`config.mk`:
```
export PLATFORM = sky130hd
export DESIGN_NAME = io_bus_arbiter
export DESIGN_NICKNAME = d
export VERILOG_FILES = /design/src/rtl/io_bus_arbiter.sv
export SDC_FILE = /design/constraint.sdc
export NUM_CORES = 1
export LEC_CHECK = 0
export ABC_AREA = 0
export CAP_MARGIN = 20
export CORE_AREA = 2 2 164 166
export DETAILED_ROUTE_END_ITERATION = 7
export DIE_AREA = 0 0 166 168
export PLACE_DENSITY_LB_ADDON = 0.08
export SLEW_MARGIN = 20
export SYNTH_ARGS = -nofsm -noshare
export SYNTH_HDL_FRONTEND = slang
export SYNTH_SLANG_ARGS = --single-unit
```
`constraint.sdc`:
```
create_clock -name clk -period 1.87 [get_ports clk]
set_input_delay 0.374 -clock clk [delete_from_list [all_inputs] [get_ports clk]]
set_output_delay 0.374 -clock clk [all_outputs]
set_load 0.005 [all_outputs]
```
`src/rtl/io_bus_arbiter.sv`:
```
// io_bus_arbiter: round-robin arbiter sequencing instruction and data port requests onto io_bus
module io_bus_arbiter #(
  parameter int BUS_LATENCY = 1
) (
  input  logic        clk,
  input  logic        rst,
  input  logic        instr_req,
  input  logic [0:8]  instr_addr,
  input  logic [0:63] instr_write_data,
  input  logic        instr_write_enable,
  output logic [0:63] instr_read_data,
  output logic        instr_ack,
  input  logic        data_req,
  input  logic [0:8]  data_addr,
  input  logic [0:63] data_write_data,
  input  logic        data_write_enable,
  output logic [0:63] data_read_data,
  output logic        data_ack,
  output logic [0:8]  bus_addr,
  output logic [0:63] bus_write_data,
  output logic        bus_write_enable,
  input  logic [0:63] bus_read_data,
  output logic        modwait
);
  typedef enum logic [1:0] {IDLE, ACCESS, DONE} state_t;
  state_t state, state_nx;
  logic [3:0] cnt;
  logic last_grant, gnt, bus_wr, pick_data, grant, last, win_we;
  assign pick_data = data_req & (~instr_req | ~last_grant);
  assign grant = (state == IDLE) & (instr_req | data_req);
  assign last = (state == ACCESS) & (cnt == 4'd1);
  assign win_we = pick_data ? data_write_enable : instr_write_enable;
  assign modwait = (instr_req & ~instr_ack) | (data_req & ~data_ack);
  always_comb begin
    state_nx = state;
    state_nx = state == IDLE ? (grant ? ACCESS : IDLE) : state == ACCESS ? (last ? DONE : ACCESS) : IDLE;
  end
  always_ff @(posedge clk) state <= !rst ? IDLE : state_nx;
  always_ff @(posedge clk) begin
    if (!rst) begin
      cnt <= '0;
      last_grant <= 1'b0;
      gnt <= 1'b0;
      bus_wr <= 1'b0;
      bus_addr <= '0;
      bus_write_data <= '0;
      bus_write_enable <= 1'b0;
      instr_read_data <= '0;
      data_read_data <= '0;
      instr_ack <= 1'b0;
      data_ack <= 1'b0;
    end else begin
      bus_write_enable <= grant & win_we;
      instr_ack <= last & ~gnt;
      data_ack <= last & gnt;
      if (grant) begin
        cnt <= 4'(BUS_LATENCY);
        last_grant <= pick_data;
        gnt <= pick_data;
        bus_wr <= win_we;
        bus_addr <= pick_data ? data_addr : instr_addr;
        bus_write_data <= pick_data ? data_write_data : instr_write_data;
      end else if (state == ACCESS) cnt <= cnt - 4'd1;
      if (last & ~bus_wr & ~gnt) instr_read_data <= bus_read_data;
      if (last & ~bus_wr & gnt) data_read_data <= bus_read_data;
    end
  end
endmodule
```
== After elaboration in Yosys (flattened, before gate mapping) ==
Index checks and enable logic that the tools add are counted.

* Register bits: 212
* Input port bits: 216
* Output and inout bits: 205
* Logic and storage cells: 47

* Add/sub/neg operators: 1
* Eq/ne operators: 2
* Muxes and demuxes: 9
* Bitwise operators: 20
* Reductions and logical operators: 3

{| class="wikitable"
|+ Operators with widths
! operator !! count
|-
| 2-to-1 mux 64 bit || 1
|-
| AND 1 bit || 11
|-
| 2-to-1 mux 9 bit || 1
|-
| 2-to-1 mux 2 bit || 3
|-
| NOT 1 bit || 6
|-
| equality test 4 x 1 -> 1 bit (second input constant) || 1
|-
| 2-to-1 mux 1 bit || 4
|-
| subtractor 4 x 1 -> 4 bit (second input constant) || 1
|-
| bitwise OR 1 bit || 3
|-
| equality test 2 x 1 -> 1 bit (second input constant) || 1
|-
| logical NOT 2 bit || 1
|-
| nonzero test 2 bit || 1
|-
| OR reduction 2 bit || 1
|}

== Logic depth before layout (Yosys ltp) ==
Gate-level depths: netlist of the first run.

* Word-level depth: 5
* Depth in mapped cells: 7
* Gate-level depth less buffers: 5

== Worst setup path before layout of the first run ==
No wires, ideal clock.

* Path type: register to register
* Start point: reg cnt[0]
* End point: reg data_read_data[10] (netlist name)
* Setup time: 0.120 ns
* Arrival time: 1.410 ns
* Path slack: 0.341 ns
* Stages on the path, launching flop included: 7
* Buffers on the path: 2
* Path through: dfxtp_1 -> ha_1 -> nor3b_1 -> nand4b_1 -> buf_4 -> buf_6 -> mux2i_1

* Word-level cells in the longest chain between the ends: 4

{| class="wikitable"
|+ RTL lines
! item !! RTL line !! RTL
|-
| start, declared || 27 || <nowiki>logic [3:0] cnt;</nowiki>
|-
| start signal, assigned || 57 || <nowiki>cnt <= 4'(BUS_LATENCY);</nowiki>
|-
| start signal, assigned || 63 || <nowiki>end else if (state == ACCESS) cnt <= cnt - 4'd1;</nowiki>
|-
| equality test 4 x 1 -> 1 bit || 31 || <nowiki>assign last = (state == ACCESS) & (cnt == 4'd1);</nowiki>
|-
| AND 1 bit || 31 ||
|-
| AND 1 bit (2 in a row) || 65 || <nowiki>if (last & ~bus_wr & gnt) data_read_data <= bus_read_data;</nowiki>
|-
| end signal, assigned || 65 ||
|-
| end, declared || 17 || <nowiki>output logic [0:63] data_read_data,</nowiki>
|}

No other way between the ends.
A chain may end at the register's enable or synchronous reset.

== Worst setup path in the final report of the first run ==
* Start point: reg bus_write_data[54] (netlist name)
* End point: out bus_write_data[54] (netlist name)

{| class="wikitable"
|+ RTL lines
! item !! RTL line !! RTL
|-
| start, declared || 20 || <nowiki>output logic [0:63] bus_write_data,</nowiki>
|-
| start signal, assigned || 62 || <nowiki>bus_write_data <= pick_data ? data_write_data : instr_write_data;</nowiki>
|}

No word-level cell between the ends.

==> results of run 1 <==
[path summary, 6_finish.rpt]
check | cells after the start | to | from
max | 1 | bus_write_data[54] | bus_write_data[54]$_SDFFE_PN0P_
max reg2reg | 7 | instr_read_data[21]$_SDFFE_PN0P_ | cnt[1]$_SDFFE_PP0N_
min | 3 | state[0]$_SDFF_PN0_ | rst
min reg2reg | 2 | instr_read_data[29]$_SDFFE_PN0P_ | instr_read_data[29]$_SDFFE_PN0P_
[placed cells by master, fill, tap and decap left out, types with 2 or more instances in the layout]
master	Yosys	routed
clkinvlp_4	0	2
inv_1	4	4
nand3b_1	2	2
buf_4	7	12
o2bb2ai_2	27	27
clkdlybuf4s50_1	0	417
clkbuf_8	0	6
bufinv_16	0	4
nor2b_1	2	2
dfxtp_1	212	212
nor2_1	4	4
clkbuf_16	0	25
clkinv_2	0	4
diode_2	0	2
mux2i_1	202	202
clkbuf_1	27	2
o21ai_0	2	2
nor3_1	2	2
nand2_1	192	192
buf_12	0	21
o2bb2ai_1	47	47
ha_1	2	2
[sequential cells by signal (all words and copies together), names as in the netlist]
name / count
bus_write_data: 64
data_read_data: 64
instr_read_data: 64
bus_addr: 9
cnt: 4
state: 2
bus_wr: 1
bus_write_enable: 1
data_ack: 1
instr_ack: 1
last_grant: 1
[what timing repair did]
| action | 4_1_cts | 5_1_grt |
|---|---|---|
| gates resized for setup | 2 | 2 |
| endpoints found under the setup margin | 1 | 26 |
| pin swaps | 0 | 0 |
[cell families after synthesis]
kind of cell             count (synthesis)  share of synthesized area (%)
buffers and inverters                   67                           4.87
multiplexers                           202                           24.0
flip-flops                             212                           50.3
XOR/XNOR                                 2                          0.208
AND/OR/NAND/NOR                        209                           9.72
adder cells (fa/ha/maj)                  2                          0.297
AO/OA/AOI/OAI                           85                           10.6
[area by class of cell]
cell class | instances | area [um^2] | area share, %
diodes | 2 | 5.00 | 0.0355
clock inverters | 10 | 155 | 1.10
flip-flops and latches | 212 | 4240 | 30.1
repair buffers | 453 | 4720 | 33.4
multi-input cells | 500 | 3820 | 27.1
well taps | 341 | 427 | 3.02
clock buffers | 33 | 716 | 5.07
inverters | 5 | 18.8 | 0.133
[per-layer routing]
metal / up-vias / wire length [um] / global-route usage, %
met5: - / 0 / 0
met4: 0 / 825 / 6.12
met3: 45 / 2500 / 6.96
met2: 290 / 12600 / 30.8
met1: 3254 / 11100 / 21.8
li1: 3532 / - / -
[power by group through the flow]
stage / Sequential, mW / Combinational (mW) / Clock (mW)
6_report: 5.52 / 3.82 / 5.12
3_5_place_dp: 5.60 / 3.86 / 0
3_3_place_gp: 5.59 / 3.86 / 0
5_1_grt: 5.60 / 4.09 / 5.46
2_1_floorplan: 5.63 / 1.60 / 0
4_1_cts: 5.52 / 3.88 / 5.28
==> reports/results.txt, run 1 <==
Outcome = complete, no violations
Placed cell areas = 13,200 um^2
Total gr overflow = 0
Fillers = 2,353
Fin Setup TNS = 0 ps
Relative slew margins = 55.8%
Worst IR Drop VDD = 0.609 mV
Cells after DPL = 1,511
Crit path cell chain = clkdlybuf4s50_1
Clock root cell = clkbuf_16
Vias in the first global route = 7,268
Site Rows = 60
Final Setup Violations = 0
Post-synthesis sequential area ratio = 50.3%
Sink Count = 212
Worst skew pair latency = 510 ps
Tmin final = 1800 ps
RePlAce Congestion = 0.762
# DRC = 0
Routed Antenna Nets = 0
Final Cycle Share = 96.2%
Syn Area/Cell = 10.8 um^2
Num CTS Buffers = 25
H-tree levels = 1
Register-to-register path setup slack = 240 ps
Critical Path Max Stage Delay = 580 ps
Final WS setup = 70.8 ps
Num ports = 421
Drt pass-1 iters = 4
P&R area growth vs syn = 67.3%
Max-Cap Viols = 0
Netlist Area Pre-Place = 8430 um^2
Sw frac = 26.3%
Fin Hold WS = 174 ps
Pin count of the biggest net entering global routing = 153
DR vias = 7,121
Setup Buffers After CTS = 0
I/O Buffers = 420
Synthesized flop and latch total = 212
Detail Placement HPWL = 19,700 um
Yosys warning count = 0
Cells after synthesis = 779
Sequential share of power = 38.2%
Core area = 26,400 um^2
Layout Utilization = 53.5%
Critical path fanouts, max = 2
WL/cell = 17.4 um
Worst Path Arrival = 1430 ps
PwrDens = 1030 nW/um^2
Actual slew at the worst max-slew pin = 663 ps
Synth area leader = dfxtp_1
WP data required = 1500 ps
Final nets = 1,415
Die Footprint = 27,900 um^2
Final wirelength = 27,000 um
Max Slew Vio Count = 0
Fin cells = 1,556
Class of the worst hold path = in2reg
Place WS = -264 ps
Final hold vios = 0
Vias per cell = 4.58
NetSw = 3.80 mW
Post-synth ARST share = 0%
Initial Utilization = 32.0%
Crit start category = flop
Die width = 166 um
Yosys top cell area share = 50.3%
CP delay by family, top = buffers and inverters
CP Class = reg2out
Skew final = 11.8 ps
First-pass GRT wire length = 41,500 um
Clock share of power = 35.4%
Most frequent cell after synthesis = dfxtp_1
Cell at the slowest stage of the critical path = clkdlybuf4s50_1
Syn nets = 997
CTS Buffer Depth = 3
Critical Path Sink Type = output port
Top cells by area, synth = dfxtp_1 (50%), mux2i_1 (24%), nand2_1 (8.5%)
Logic pwr share = 26.4%
Post-synth EDFFs = 0
CTS tree = yes
DRT iter0 DRCs = 307
Yosys cell types = 37
Worst path bufs/invs = 1
RSZ-0062 raised after global routing = no
CTS Hold Bufs = 0
Pwr Total = 14.5 mW
Antenna violations before repair = 2
Overall Global Routing Usage = 18.4%
Lkg Pwr = 6.14 nW
Share of cells above drive strength 1 = 8.99%
Post-route cell area = 14,100 um^2
FMAX = 0.556 GHz
Internal power = 10.7 mW
Die Ht = 168 um
Synth top cells by count = dfxtp_1 (212), mux2i_1 (202), nand2_1 (192)
Ys flop type = dfxtp_1
Clock transition at path regs = 60 ps
No activity file was read; power rests on OpenSTA's default activity.
==> inputs of run 2 (changes only) <==
--- a/config.mk
+++ b/config.mk
@@ -11,6 +11,7 @@
 export DETAILED_ROUTE_END_ITERATION = 7
 export DIE_AREA = 0 0 166 168
 export PLACE_DENSITY_LB_ADDON = 0.08
+export SKIP_LAST_GASP = 1
 export SLEW_MARGIN = 20
 export SYNTH_ARGS = -nofsm -noshare
 export SYNTH_HDL_FRONTEND = slang
==> results of run 2 <==
No change in the layout: final DEF, timing and power equal those of run 1.
==> inputs of run 3 (changes only) <==
--- a/config.mk
+++ b/config.mk
@@ -7,9 +7,9 @@
 export LEC_CHECK = 0
 export ABC_AREA = 0
 export CAP_MARGIN = 20
-export CORE_AREA = 2 2 164 166
+export CORE_AREA = 2 2 162 164
 export DETAILED_ROUTE_END_ITERATION = 7
-export DIE_AREA = 0 0 166 168
+export DIE_AREA = 0 0 164 166
 export PLACE_DENSITY_LB_ADDON = 0.08
 export SKIP_LAST_GASP = 1
 export SLEW_MARGIN = 20
==> reports/results.txt, run 3 (synthesis results as in run 1) <==
Outcome = complete, no violations (unchanged)
Critical Path Max Stage Delay = 580 ps (about the same)
Routed Antenna Nets = 0 (unchanged)
Tmin final = 1790 ps (was 1800 ps)
WL/cell = 17.5 um (was 17.4 um)
Final Cycle Share = 96.0% (was 96.2%)
Reg area = 4250 um^2 (was 4240 um^2)
Fin Setup TNS = 0 ps (unchanged)
RePlAce Congestion = 0.781 (was 0.762)
Setup Buffers After CTS = 0 (unchanged)
FMAX = 0.557 GHz (was 0.556 GHz)
Core area = 25,600 um^2 (was 26,400 um^2)
Max Slew Vio Count = 0 (unchanged)
Total gr overflow = 0 (unchanged)
PwrDens = 996 nW/um^2 (was 1030 nW/um^2)
Relative slew margins = 73.8% (was 55.8%)
RSZ-0062 raised after global routing = no (unchanged)
Layout Utilization = 54.4% (was 53.5%)
Overall Global Routing Usage = 18.8% (was 18.4%)
Worst Hold Depth = 3 (unchanged)
FF-to-FF path depth = 8 (was 7)
Num CTS Buffers = 24 (was 25)
Pin count of the biggest net entering global routing = 63 (was 153)
Register-to-register path setup slack = 130 ps (was 240 ps)
Detail Placement HPWL = 19,800 um (was 19,700 um)
CTS Buffer Depth = 3 (unchanged)
Fillers = 2,286 (was 2,353)
Place WS = -153 ps (was -264 ps)
CP Class = reg2out (unchanged)
Top flop regs = bus_write_data (64), data_read_data (64), instr_read_data (64) (unchanged)
Crit start category = flop (unchanged)
Hold Crit Endpoint = instr_read_data[45]$_SDFFE_PN0P_ (was state[0]$_SDFF_PN0_)
Final hold vios = 0 (unchanged)
Antenna violations before repair = 1 (was 2)
Class of the worst hold path = in2reg (unchanged)
Worst R2R End = data_read_data[30]$_SDFFE_PN0P_ (was instr_read_data[21]$_SDFFE_PN0P_)
Final Setup Violations = 0 (unchanged)
Die Ht = 166 um (was 168 um)
Critical path fanouts, max = 2 (unchanged)
Worst IR Drop VDD = 0.563 mV (was 0.609 mV)
Num ports = 421 (unchanged)
Final nets = 1,409 (was 1,415)
Lkg Pwr = 6.03 nW (was 6.14 nW)
Worst path bufs/invs = 1 (unchanged)
Final WS setup = 75.5 ps (was 70.8 ps)
P&R area growth vs syn = 65.3% (was 67.3%)
Vias per cell = 4.56 (was 4.58)
Crit path cell chain = clkdlybuf4s50_1 (unchanged)
Die width = 164 um (was 166 um)
Most common cell after layout, fill and taps aside = clkdlybuf4s50_1 (unchanged)
Area occupied by multi-input gates = 3830 um^2 (was 3820 um^2)
# DRC = 0 (unchanged)
Post-route cell area = 13,900 um^2 (was 14,100 um^2)
Die Footprint = 27,200 um^2 (was 27,900 um^2)
CTS Hold Bufs = 0 (unchanged)
CP delay by family, top = buffers and inverters (unchanged)
Reg-to-reg startpoint = cnt[1]$_SDFFE_PP0N_ (unchanged)
DR vias = 7,030 (was 7,121)
Placed cell areas = 13,100 um^2 (was 13,200 um^2)
First-pass GRT wire length = 40,700 um (was 41,500 um)
Worst skew pair latency = 510 ps (about the same)
DRT iter0 DRCs = 289 (was 307)
Hold Path Origin = rst (unchanged)
Most frequent cells in the layout = clkdlybuf4s50_1 (418), dfxtp_1 (211), mux2i_1 (200) (was clkdlybuf4s50_1 (417), dfxtp_1 (212), mux2i_1 (202))
Final wirelength = 26,900 um (was 27,000 um)
Cell at the slowest stage of the critical path = clkdlybuf4s50_1 (unchanged)
Skew final = 9.31 ps (was 11.8 ps)
Site Rows = 59 (was 60)
Worst Path Arrival = 1420 ps (was 1430 ps)
Drt pass-1 iters = 4 (unchanged)
Critical Path Sink Type = output port (unchanged)
Vias in the first global route = 7,021 (was 7,268)
I/O Buffers = 420 (unchanged)
Clock root cell = clkbuf_16 (unchanged)
Share of cells above drive strength 1 = 8.05% (was 8.99%)
Initial Utilization = 32.9% (was 32.0%)
Max-Cap Viols = 0 (unchanged)
H-tree levels = 1 (unchanged)
CTS tree = yes (unchanged)
WP data required = 1500 ps (about the same)
Actual slew at the worst max-slew pin = 389 ps (was 663 ps)
Clock transition at path regs = 60 ps (about the same)
Sink Count = 212 (unchanged)
run 3: through the flow:
| step | power, mW | instances | hold slack (ps) |
|---|---|---|---|
| 3_3_place_gp | 9.42 | 1499 | 443 |
| 6_report | 13.9 | 1541 | 211 |
| 3_5_place_dp | 9.43 | 1499 | 447 |
| 2_1_floorplan | 7.23 | 779 | 446 |
| 5_1_grt | 14.6 | 1541 | 210 |
| 4_1_cts | 14.1 | 1539 | 189 |
run 3: how the worst max path moves through the flow:
stage / startpoint / to / slack, ps / depth (start not counted)
6_report: data_ack$_SDFF_PN0_ / data_ack / 80 / 1
3_3_place_gp: instr_req / modwait / -160 / 4
4_1_cts: data_ack$_SDFF_PN0_ / data_ack / 40 / 1
5_1_grt: cnt[1]$_SDFFE_PP0N_ / data_read_data[30]$_SDFFE_PN0P_ / 6 / 8
3_5_place_dp: instr_req / modwait / -150 / 4
2_1_floorplan: cnt[0]$_SDFFE_PN0P_ / data_read_data[10]$_SDFFE_PN0P_ / 340 / 6
run 3: power by group:
part	switching, mW	internal (mW)
logic	1.50	2.29
registers	0.373	5.15
clock network	1.83	2.74
total	3.70	10.2
run 3: final cells by class:
cell class,instances,area share (%)
flip-flops and latches,212,30.5
inverters,5,0.135
multi-input cells,500,27.5
repair buffers,448,33.6
clock buffers,34,4.80
well taps,335,3.01
diodes,1,0.0180
clock inverters,6,0.575
run 3: timing repair:
item,in CTS,in global routing
gates cloned,0,1
resized for setup,1,5
endpoints found under the setup margin,1,61
pin swaps,0,0
hold endpoints to repair,0,0
run 3: metal layers:
| layer | GRT usage, % | routed length (um) |
|---|---|---|
| met1 | 21.3 | 10500 |
| met4 | 6.48 | 913 |
| met3 | 7.14 | 2760 |
| met5 | 0 | 0 |
| met2 | 32.3 | 12800 |
==> patch: new RTL, flow settings as in run 2 <==
Make the reset (`rst`) asynchronous in one clocked block.
--- a/src/rtl/io_bus_arbiter.sv
+++ b/src/rtl/io_bus_arbiter.sv
@@ -38,3 +38,3 @@
   always_ff @(posedge clk) state <= !rst ? IDLE : state_nx;
-  always_ff @(posedge clk) begin
+  always_ff @(posedge clk or negedge rst) begin
     if (!rst) begin
Check against the original RTL: differs if rst is asserted again (counterexample within 4 cycles, from zero or initial values and one cycle with rst low); with rst held inactive, the same outputs for 4 cycles.
==> patch against run 2 <==
- the flow now finishes with violations (setup timing)
- routed wire length decreased by 2.3%
- setup slack lost 260 ps
- clock skew rose by 1.1 ps
- synthesized area up 4.4%
- global-route usage is 0.092 points lower
- sequential cell count unchanged
- cell area is 6.1% higher
- maximum frequency shrank 12%
- highest routed layer is now met5
Power is not compared: it rests on default switching activity, and its combinational part moved more than twofold at a synthesized area within 25%.
==> patch: results (changes against run 2) <==
Logic synthesis
  – Syn_nets: 770 (-23%)
  – XOR/XNOR share of the synthesized area: 0.001990 (-0.00008769)
  – Synth Area per Inst: 15.95 µm² (+47%)
  – Synth Flop Type: dfrtp_1
  – Synth Area in Compound Gates: 0.004264 (-0.1017)
  – Post-Synth Adder-Cell Area: 0.002843 (-0.0001253)
  – Yosys cell types: 29 (-22%)
  – Synth Warn #: 0 (unchanged)
  – Multiplexer share of the synthesized area: 0.3550 (+0.1152)
  – Synth area leaders: dfrtp_1 (60%), mux2_2 (34%), buf_6 (0.77%), mux2_1 (0.64%), clkbuf_1 (0.60%)
  – Asr flop ratio synth: 0.9906 (+0.9906)
  – Sequential share of the synthesized area: 0.6015 (+0.09814)
  – Post-synth top area share: 0.5969 (+0.09359)
  – Synth cell count leaders: mux2_2 (269), dfrtp_1 (210), clkbuf_1 (14), buf_2 (8)

Setup path
  – CP max FO: 9 (+7)
  – Kind of cell adding the most delay to the critical path: buffers and inverters
  – CP endpoint: instr_read_data[9]
  – Crit path DAT: 2440 ps (+1010 ps)
  – Critical path launch point: cnt[1]
  – Worst path max stage delay: 390 ps (-190 ps)
  – Slowest stage cell, crit path: or3b_4
  – R2R depth: 8 (+1)

Status
  – Status: complete, but fails checks
  – Violated checks: setup timing

Global routing
  – Largest net degree at the start of global routing: 64 (-58%)
  – Vias in the first global route: 6,712 (-7.6%)
  – First-pass GRT wire length: 40,140 µm (-3.2%)
  – Total GRT Usage: 0.1831 (-0.0009183)
  – Initial antenna violation count: 2 (unchanged)

Place
  – Placer Congestion: 0.7233 (-5.1%)
  – Dpl cells: 1,331 (-12%)
  – Detailed placement HPWL: 19,300 µm (-1.9%)
  – Pre-CTS WS: -307.7 ps (-43.44 ps)
  – Area after DPL: 13,810 µm² (+4.5%)
  – I/O Buffers: 420 (unchanged)

Clock tree
  – Clock-pin slew on the worst setup and hold paths: approximately 50 ps
  – H-tree depth: 1 (unchanged)

Timing
  – Worst slew margin: 0.7294 (+0.1713)
  – Setup Skew: 12.86 ps (+1.075 ps)
  – Final Setup Violations: 64 (+64)
  – Final setup margin: -185.5 ps (-256.3 ps)
  – Final hold vios: 0 (unchanged)

Layout
  – Share of cells above drive strength 1: 0.3563 (+0.2665)
  – Nets: 1,247 (-12%)

Routing
  – WL per Instance: 19.04 µm (+9.7%)
  – Via-to-Cell Ratio: 4.594 (+0.38%)
  – Via Count: 6,367 (-11%)
  – Initial drt markers: 112 (-64%)

Hold path
  – HP Class: input port to async pin

Power
  – Leak: 6.253 nW
  – Sw Ratio: 0.2681

Run
  – Max_cap viols: 0 (unchanged)
patch: worst min path at each step:
stage / slack, ps / to / cells past startpoint
floorplan: 80 / bus_addr[0] / 0
global placement: 340 / data_read_data[45] / 1
detailed placement: 340 / data_read_data[45] / 1
CTS: 350 / data_read_data[45] / 2
global route: 370 / data_read_data[45] / 2
finish: 370 / instr_read_data[45] / 2
patch: kinds of logic (layout without fill, tap and decap cells):
kind of cell	Yosys count	in the layout
xor gates and xnor gates	2	2
DFF	212	212
buffers and inverters	34	526
adders and majority gates	2	2
muxes	278	278
other	0	1
AOI/OAI and AO/OA	5	5
and+or+nand+nor	19	19
patch: layer usage:
metal | track usage | part of all wire | wire (µm) | vias to the layer above
met5 | 0 | 0.00045 | 12 | -
met4 | 0.04537 | 0.020 | 531 | 2
met3 | 0.06958 | 0.094 | 2484 | 35
met2 | 0.3128 | 0.49 | 12900 | 258
met1 | 0.2187 | 0.40 | 10460 | 3141
li1 | - | - | - | 2931
patch: cell type report:
class / count / area [µm²]
diodes: 1 / 2.502
clock buffers: 40 / 742.0
clock inverters: 2 / 37.54
fillers: 2192 / 11380
inverters: 6 / 22.52
multi-input cells: 306 / 3495
flip-flops and latches: 212 / 5295
well taps: 341 / 426.7
repair buffers: 478 / 4949
patch: power by group through the flow:
stage	Sequential, W	Combinational (W)	Clock, W
2_1_floorplan	0.00827	0.00350	0
3_3_place_gp	0.00805	0.0103	0
3_5_place_dp	0.00813	0.0104	0
4_1_cts	0.00810	0.0108	0.00483
5_1_grt	0.00841	0.0116	0.00501
6_report	0.00810	0.0108	0.00463
patch: worst register-to-register path, delay by kind of cell, from the launching register on:
family | cells | cell delay (ps)
buffers and inverters | 4 | 560
and+or+nand+nor | 2 | 560
DFF | 1 | 380
muxes | 1 | 330
adders and majority gates | 1 | 120
patch: what timing repair did:
action / in CTS / in global routing
gates resized for setup: 25 / 28
buffers inserted: 5 / 2
setup endpoints to repair: 64 / 94
endpoints found under the hold margin: 35 / 0
pin swaps: 0 / 1
hold buffers: 1 / 0
cloned: 4 / 2
patch: stage by stage:
step                power (W)  setup TNS, ps
floorplan             0.01177         -15590
global placement      0.01838         -28290
detailed placement    0.01852         -28320
CTS                   0.02373          -9972
global route          0.02499         -14830
finish                0.02357          -8886
